$ cat src/rtl/sqr_stepper.sv
// Iterative squarer: holds an operand x, steps it by delta on next/previous, and squares it with a W-cycle shift-add.
// Optional macro SQR_STEPPER_SATURATE_EN clamps x at 0 and 2^W-1 instead of wrapping.
module sqr_stepper #(
    parameter int W = 32
) (
    input  logic             clk,
    input  logic             reset,
    input  logic             load,
    input  logic             next,
    input  logic             previous,
    input  logic [W-1:0]     n,
    input  logic [W-1:0]     delta,
    output logic [W-1:0]     x,
    output logic [2*W-1:0]   sq,
    output logic             valid,
    output logic             busy
);

    localparam int CW = (W > 1) ? $clog2(W) : 1;

    typedef enum logic {
        IDLE = 1'b0,
        MUL  = 1'b1
    } state_t;

    state_t          state_q, state_d;
    logic [W-1:0]    x_q, x_d;
    logic [W-1:0]    mplier_q, mplier_d;
    logic [2*W-1:0]  acc_q, acc_d;
    logic [CW-1:0]   cnt_q, cnt_d;
    logic [2*W-1:0]  sq_q, sq_d;
    logic            valid_q, valid_d;
    logic            busy_q, busy_d;
    logic [2*W-1:0]  acc_sum_s;

    function automatic logic [W-1:0] step_up(input logic [W-1:0] a, input logic [W-1:0] d);
        logic [W:0] sum;
        sum = {1'b0, a} + {1'b0, d};
`ifdef SQR_STEPPER_SATURATE_EN
        step_up = sum[W] ? {W{1'b1}} : sum[W-1:0];
`else
        step_up = sum[W-1:0];
`endif
    endfunction

    function automatic logic [W-1:0] step_down(input logic [W-1:0] a, input logic [W-1:0] d);
`ifdef SQR_STEPPER_SATURATE_EN
        step_down = (d > a) ? {W{1'b0}} : (a - d);
`else
        step_down = a - d;
`endif
    endfunction

    // State and datapath registers
    always_ff @(posedge clk or negedge reset) begin
        if (!reset) begin
            state_q  <= IDLE;
            x_q      <= {W{1'b0}};
            mplier_q <= {W{1'b0}};
            acc_q    <= {(2*W){1'b0}};
            cnt_q    <= {CW{1'b0}};
            sq_q     <= {(2*W){1'b0}};
            valid_q  <= 1'b0;
            busy_q   <= 1'b0;
        end else begin
            state_q  <= state_d;
            x_q      <= x_d;
            mplier_q <= mplier_d;
            acc_q    <= acc_d;
            cnt_q    <= cnt_d;
            sq_q     <= sq_d;
            valid_q  <= valid_d;
            busy_q   <= busy_d;
        end
    end

    // Partial product: x stays put during MUL, so it doubles as the multiplicand
    always_comb begin
        acc_sum_s = acc_q;
        if (mplier_q[cnt_q]) begin
            acc_sum_s = acc_q + ({{W{1'b0}}, x_q} << cnt_q);
        end else begin
            acc_sum_s = acc_q;
        end
    end

    // Command decode and multiply sequencing
    always_comb begin
        state_d  = state_q;
        x_d      = x_q;
        mplier_d = mplier_q;
        acc_d    = acc_q;
        cnt_d    = cnt_q;
        sq_d     = sq_q;
        valid_d  = valid_q;
        busy_d   = busy_q;
        case (state_q)
            IDLE: begin
                if (load || (next ^ previous)) begin
                    if (load) begin
                        x_d = n;
                    end else if (next) begin
                        x_d = step_up(x_q, delta);
                    end else begin
                        x_d = step_down(x_q, delta);
                    end
                    mplier_d = x_d;
                    acc_d    = {(2*W){1'b0}};
                    cnt_d    = {CW{1'b0}};
                    busy_d   = 1'b1;
                    valid_d  = 1'b0;
                    state_d  = MUL;
                end else begin
                    state_d = IDLE;
                end
            end
            MUL: begin
                acc_d = acc_sum_s;
                if (cnt_q == CW'(W - 1)) begin
                    sq_d    = acc_sum_s;
                    valid_d = 1'b1;
                    busy_d  = 1'b0;
                    cnt_d   = {CW{1'b0}};
                    state_d = IDLE;
                end else begin
                    cnt_d   = cnt_q + {{(CW-1){1'b0}}, 1'b1};
                    state_d = MUL;
                end
            end
            default: begin
                state_d = IDLE;
                busy_d  = 1'b0;
            end
        endcase
    end

    assign x     = x_q;
    assign sq    = sq_q;
    assign valid = valid_q;
    assign busy  = busy_q;

endmodule

$ cat config.mk
export PLATFORM = sky130hd
export DESIGN_NAME = sqr_stepper
export DESIGN_NICKNAME = d
export VERILOG_FILES = /design/src/rtl/sqr_stepper.sv
export SDC_FILE = /design/constraint.sdc
export NUM_CORES = 1
export LEC_CHECK = 0
export CAP_MARGIN = 20
export CELL_PAD_IN_SITES_DETAIL_PLACEMENT = 0
export CELL_PAD_IN_SITES_GLOBAL_PLACEMENT = 1
export CORE_ASPECT_RATIO = 1.1
export CORE_MARGIN = 10
export CORE_UTILIZATION = 44
export DETAILED_ROUTE_END_ITERATION = 8
export PLACE_DENSITY = 0.9
export SLEW_MARGIN = 20
export SYNTH_ARGS = -nofsm -noshare
export SYNTH_HDL_FRONTEND = slang
export SYNTH_SLANG_ARGS = --single-unit
export TNS_END_PERCENT = 30
$ cat constraint.sdc
create_clock -name clk -period 7 [get_ports clk]
set_input_delay 1.4 -clock clk [delete_from_list [all_inputs] [get_ports clk]]
set_output_delay 1.4 -clock clk [all_outputs]
set_load 0.005 [all_outputs]
# ---- Yosys cells after proc, flatten, opt, wreduce, memory -nomap -nowiden
# Index checks and enable logic that the tools add are counted.
dict set report word_totals {
  regBits 168
  in_bits 69
  wordCells 41
}
dict set report op_classes {
  n_addsub 4
  n_eq_ne 3
  shift 1
  bitwise_logic 2
  n_reduce_logical 4
  n_mux 19
  magnitude_cmp 1
}
# cell count
set op_table {}
lappend op_table {{two-way mux 64 bit} 2}
lappend op_table {{case mux 64 bit (2 select lines)} 1}
lappend op_table {{adder 64 bit} 1}
lappend op_table {{two-way mux 32 bit} 2}
lappend op_table {{left shift 32 x 5 -> 64 bit} 1}
lappend op_table {{adder 32 bit} 1}
lappend op_table {{subtractor 32 bit} 1}
lappend op_table {{two-way mux 5 bit} 2}
lappend op_table {{case mux 5 bit (2 select lines)} 1}
lappend op_table {{two-way mux 1 bit} 7}
lappend op_table {{less-than comparator 5 x 6 -> 1 bit, second input constant} 1}
lappend op_table {{case mux 1 bit (2 select lines)} 3}
lappend op_table {{AND reduction 2 bit} 3}
lappend op_table {{adder 5 x 1 -> 5 bit, second input constant} 1}
lappend op_table {{binary-select mux 1 bit (select 5 bit)} 1}
lappend op_table {{== test 5 bit, second input constant} 1}
lappend op_table {{inequality test 2 x 1 -> 1 bit, second input constant} 1}
lappend op_table {{inequality test 2 bit, second input constant} 1}
lappend op_table {{logical OR 1 bit} 1}
lappend op_table {{inverter 1 bit} 1}
lappend op_table {{XOR 1 bit} 1}

# ---- Logic depth before layout (Yosys ltp)
dict set report depth {
  depth_word 4
  ltp_mapped 24
  ltp_nobuf 20
}

# ---- Least setup slack after synthesis
# Ideal clock, no wire load.
dict set report synth_timing {
  path_type {input-to-reg}
  from {input port delta[10]}
  to {register mplier_q[23]}
  setup_ns 0.134
  setup_slack_ns 1.596
  stages 15
  t_required_ns 6.866
  t_arrival_ns 5.271
  path_buffers 0
  cell_sequence {or4_4 or4_1 or2_2 or4_4 nor2_1 nor2_1 xor2_1 ha_1 a21o_1 a22o_1 or2_2 o21ai_0 or3b_2 a31oi_1 o21ai_0}
}
dict set report synth_between {
  elab_chain_cells 3
  elab_cells_between_ends 4
  classes_between {2 x add/sub; 2 x mux}
}
# item line_no
set synth_rtl {}
lappend synth_rtl {{start, declared} 12} ;# input logic [W-1:0] delta,
lappend synth_rtl {{subtractor 32 bit / adder 32 bit (equally long branches)} {50, 38}}
lappend synth_rtl {{two-way mux 32 bit *} 102} ;# end else if (next) begin
lappend synth_rtl {{two-way mux 32 bit *} 100} ;# if (load) begin
lappend synth_rtl {{end signal, assigned} 59} ;# mplier_q <= {W{1'b0}};
lappend synth_rtl {{end signal, assigned} 68} ;# mplier_q <= mplier_d;
lappend synth_rtl {{end, declared} 28} ;# logic [W-1:0] mplier_q, mplier_d;
# Mark *: on every way between the ends. The rest lies on a longest branch, timed or not.
# A chain may end at the register's enable or synchronous reset.

# ---- Worst setup path after layout
dict set report layout_timing {
  from {register cnt_q[0]}
  to {register sq_q[59] (netlist: sq[59])}
}
dict set report layout_between {
  elab_chain_cells 3
  elab_cells_between_ends 7
  classes_between {1 x add/sub; 1 x eq/ne; 1 x shift; 3 x mux; 1 x reduce/logical}
}
# item line_no
set layout_rtl {}
lappend layout_rtl {{start, declared} 30} ;# logic [CW-1:0] cnt_q, cnt_d;
lappend layout_rtl {{start signal, assigned} 61} ;# cnt_q <= {CW{1'b0}};
lappend layout_rtl {{start signal, assigned} 70} ;# cnt_q <= cnt_d;
lappend layout_rtl {{left shift 32 x 5 -> 64 bit / binary-select mux 1 bit (select 5 bit) (equally long branches)} {81, 80}}
lappend layout_rtl {{adder 64 bit / two-way mux 1 bit (equally long branches)} {81, 80}}
lappend layout_rtl {{two-way mux 64 bit} 80} ;# if (mplier_q[cnt_q]) begin
lappend layout_rtl {{end signal, assigned} 62} ;# sq_q <= {(2*W){1'b0}};
lappend layout_rtl {{end signal, assigned} 71} ;# sq_q <= sq_d;
lappend layout_rtl {{end, declared} 31} ;# logic [2*W-1:0] sq_q, sq_d;
# Several ways; a longest one is shown, not always the timed one. The select of a mux whose other input is x is not followed.

==> metrics.md <==
| Metric | Value |
|---|---|
| GPL Wtd Cong | `0.981` |
| Synth top area share | `between 20% and 30%` |
| Worst endpoint data arrival time | `~6.3 ns` |
| Final setup viols | `0` |
| WL per Instance | `about 20 µm` |
| Worst hold margin | `0.475 ns` |
| Area share of fa/ha/maj cells after synthesis | `roughly 8.3%` |
| Share of layout cells above drive strength 1 | `between 6 and 7%` |
| Via count | `about 14,000` |
| # DRC | `0` |
| Die span in y | `between 200 and 250 µm` |
| CP required | `roughly 7.3 ns` |
| Final TNS setup | `0 ns` |
| Die area | `between 0.04 and 0.05 mm²` |
| Postcts setup bufs | `0` |
| Async set or reset register ratio after synthesis | `100%` |
| Nets | `between 2,000 and 2,500` |
| Clk_skew | `0.0154 ns` |
| Worst Tran Pin Value | `approximately 1.1 ns` |
| GRT overflow | `0` |
| Antenna violations before repair | `1` |
| Synth area leader | `dfrtp_1` |
| Mapped cell area | `roughly 0.015 mm²` |
| Core area | `0.0335 mm²` |
| Worst Setup End Kind | `flop` |
| Place WS | `between 0.8 and 0.9 ns` |
| RSZ-0062 raised after global routing | `false` |
| Simple-Gate Fraction of Synth Area | `a little under a fifth` |
| Pins Over Slew Limit | `0` |
| Ys Warns | `0` |
| Register area | `about 0.0042 mm²` |
| Number of synthesized flops with an enable pin | `0` |
| Largest family of logic cells by synthesized area | `compound AO/OA/AOI/OAI gates` |
| Number of clock sinks | `168` |
| Finished Layout Cells | `around 2,400` |
| Synth cell types | `75` |
| Vias in the first global route | `between 10,000 and 15,000` |
| CTS tree | `built` |
| Synthesis-stage register bit count | `around 170` |
| Max_cap viols | `0` |
| Sequential-to-total area share from yosys stat | `between 20% and 30%` |
| CTS Buf Count | `17` |
| CTS root buf | `clkbuf_16` |
| Pin count of the biggest net entering global routing | `74` |
| Max_slew headroom | `between 20% and 30%` |
| Final wirelength | `48,300 µm` |
| CP startpoint kind | `flop` |
| Row count | `70` |
| DR vias/cell | `around 5.9` |
| Setup CP Type | `reg -> reg` |
| FMAX | `168 MHz` |
| Total track usage | `between 20% and 30%` |
| Xor/xnor share of the synthesized area | `around 7%` |
| Status | `complete, no violations` |
| Crit share post-route | `between 80% and 90%` |
| Dpl cells | `approximately 2,400` |
| Synthesized Nets | `2,037` |
| Multiplexer area fraction after synthesis | `between 10% and 20%` |
| CTS resizes | `0` |
| HP Class | `reg -> reg` |
| Longest Clk Path Bufs | `2` |
| Synth area leaders | `dfrtp_1 (28%), ha_1 (8.1%), mux2i_1 (6.1%), nand2_1 (6.0%), a21oi_1 (6.0%)` |
| Post-cts hold buffer count | `0` |
| Initial DRC Count | `roughly 1,100` |
| Syn avg cell area | `around 8.1 µm²` |
| # fillers | `~3,200` |
| Final WS setup | `1.03 ns` |
| Initial core utilization | `around 45%` |
| Initial DRT Pass Iterations | `7` |
| CTS H-tree lvls | `4` |
| DP HPWL | `37,200 µm` |
| First-pass GRT wire length | `between 70,000 and 80,000 µm` |
| Post-layout min period | `about 6.0 ns` |
| Main synth FF type | `dfrtp_1` |
| Synthesized instance count | `between 1,500 and 2,000` |
| Clock slew at reported path FFs | `around 0.07 ns` |
| Final hold violation count | `0` |
| I/O pin count | `~170` |
| Port buffer count | `roughly 170` |
| Antenna Nets Post-Route | `0` |
| Compound-gate portion of the synthesized area | `around a quarter` |
| Footprint of the multi-input gates | `0.0103 mm²` |
| Die Wd | `a little under 200 µm` |
| CP max FO | `44` |
| Area growth syn-to-layout | `16.7%` |
| Skew-Pair Late Insertion Delay | `around 0.45 ns` |
## cell usage in the layout (no fill, tap or decap), drive strengths merged, types with 47 or more instances in the layout
cell | Yosys | layout
a21o | 64 | 64
a21oi | 181 | 181
clkdlybuf4s50 | 0 | 164
dfrtp | 168 | 168
ha | 97 | 97
mux2i | 92 | 92
nand2 | 242 | 242
nor2 | 180 | 180
o21ai | 181 | 181
xnor2 | 47 | 47
xor2 | 73 | 73
## metrics by stage
| stage | instance area (µm²) | utilization [%] |
|---|---|---|
| floorplan | 15100 | - |
| global placement | 16900 | 50.5 |
| detailed placement | 16900 | 50.5 |
| CTS | 17600 | 52.4 |
| global route | 17600 | 52.4 |
| finish | 17600 | 52.4 |
## area by class of cell
type | instances | area share (%)
Timing Repair Buffer | 183 | 10.2
Antenna cell | 1 | 0.0142
Tap cell | 432 | 3.08
Inverter | 27 | 0.577
Multi-Input combinational cell | 1555 | 58.7
Clock inverter | 11 | 0.983
Clock buffer | 21 | 2.51
Sequential cell | 168 | 23.9
## cell families (layout without fill, tap and decap cells)
group / count (synthesis) / in the layout
buf+inv: 146 / 242
xor+xnor: 120 / 120
mux: 126 / 126
other cells: 0 / 1
compound gates: 598 / 598
simple gates: 612 / 612
fa+ha+maj: 99 / 99
flops: 168 / 168
## registers in the layout, summed over array words and instances (netlist names)
name	count
cnt_q	5
state_q	1
acc_q	64
valid	1
sq	64
mplier_q	32
busy	1
## per-layer routing
metal  GRT usage [%]  part of all wire (%)  up-vias
li1                -                     -     6926
met1            29.3                    45     6788
met2            36.7                    47      392
met3            3.95                   5.4       72
met4            8.00                   2.7        0
met5               0                     0        -
## synthesized netlist by cell type, drive strengths merged, types with 4 or more instances
library cell / instances
a211o: 4
a211oi: 14
a21o: 64
a21oi: 181
a22o: 35
a31o: 5
a31oi: 11
and2: 17
and3: 13
buf: 15
clkbuf: 104
dfrtp: 168
ha: 97
inv: 26
mux2: 12
mux2i: 92
mux4: 22
nand2: 242
nand2b: 13
nand3: 41
nand4: 21
nor2: 180
nor2b: 9
nor3: 31
nor4: 6
o2111ai: 5
o211ai: 16
o21a: 12
o21ai: 181
o21bai: 19
o22ai: 15
o31ai: 5
or2: 13
or3: 8
or4: 4
xnor2: 47
xor2: 73
## final timing paths
kind	startpoint	endpoint	slack (ns)	cells after the start
max	cnt_q[0]	sq[59]	1.03	17
min	sq[34]	sq[34]	0.47	2
max reg2reg	cnt_q[0]	sq[59]	1.03	17
min reg2reg	sq[34]	sq[34]	0.47	2
max in group asynchronous	reset	cnt_q[1]	4.64	2
min in group asynchronous	reset	sq[25]	0.94	1
## critical path, stage by stage, from the launching register on
cell and delay (ns):
dfrtp_2 0.99, buf_4 0.36, mux4_2 0.53, nor2_1 0.10, nor2_1 0.08, mux2i_1 0.28
o22ai_1 0.20, ha_1 0.43, a21o_1 0.22, a21o_1 0.19, a21oi_1 0.17, a21boi_0 0.27
o21ai_0 0.17, o21ai_0 0.64, nand2_1 0.35, a311oi_1 0.52, mux2i_1 0.14, o21a_1 0.19
Power is left out: the tool's default activity adds up to more than one toggle a clock period on the data nets, which glitch-free logic cannot reach.
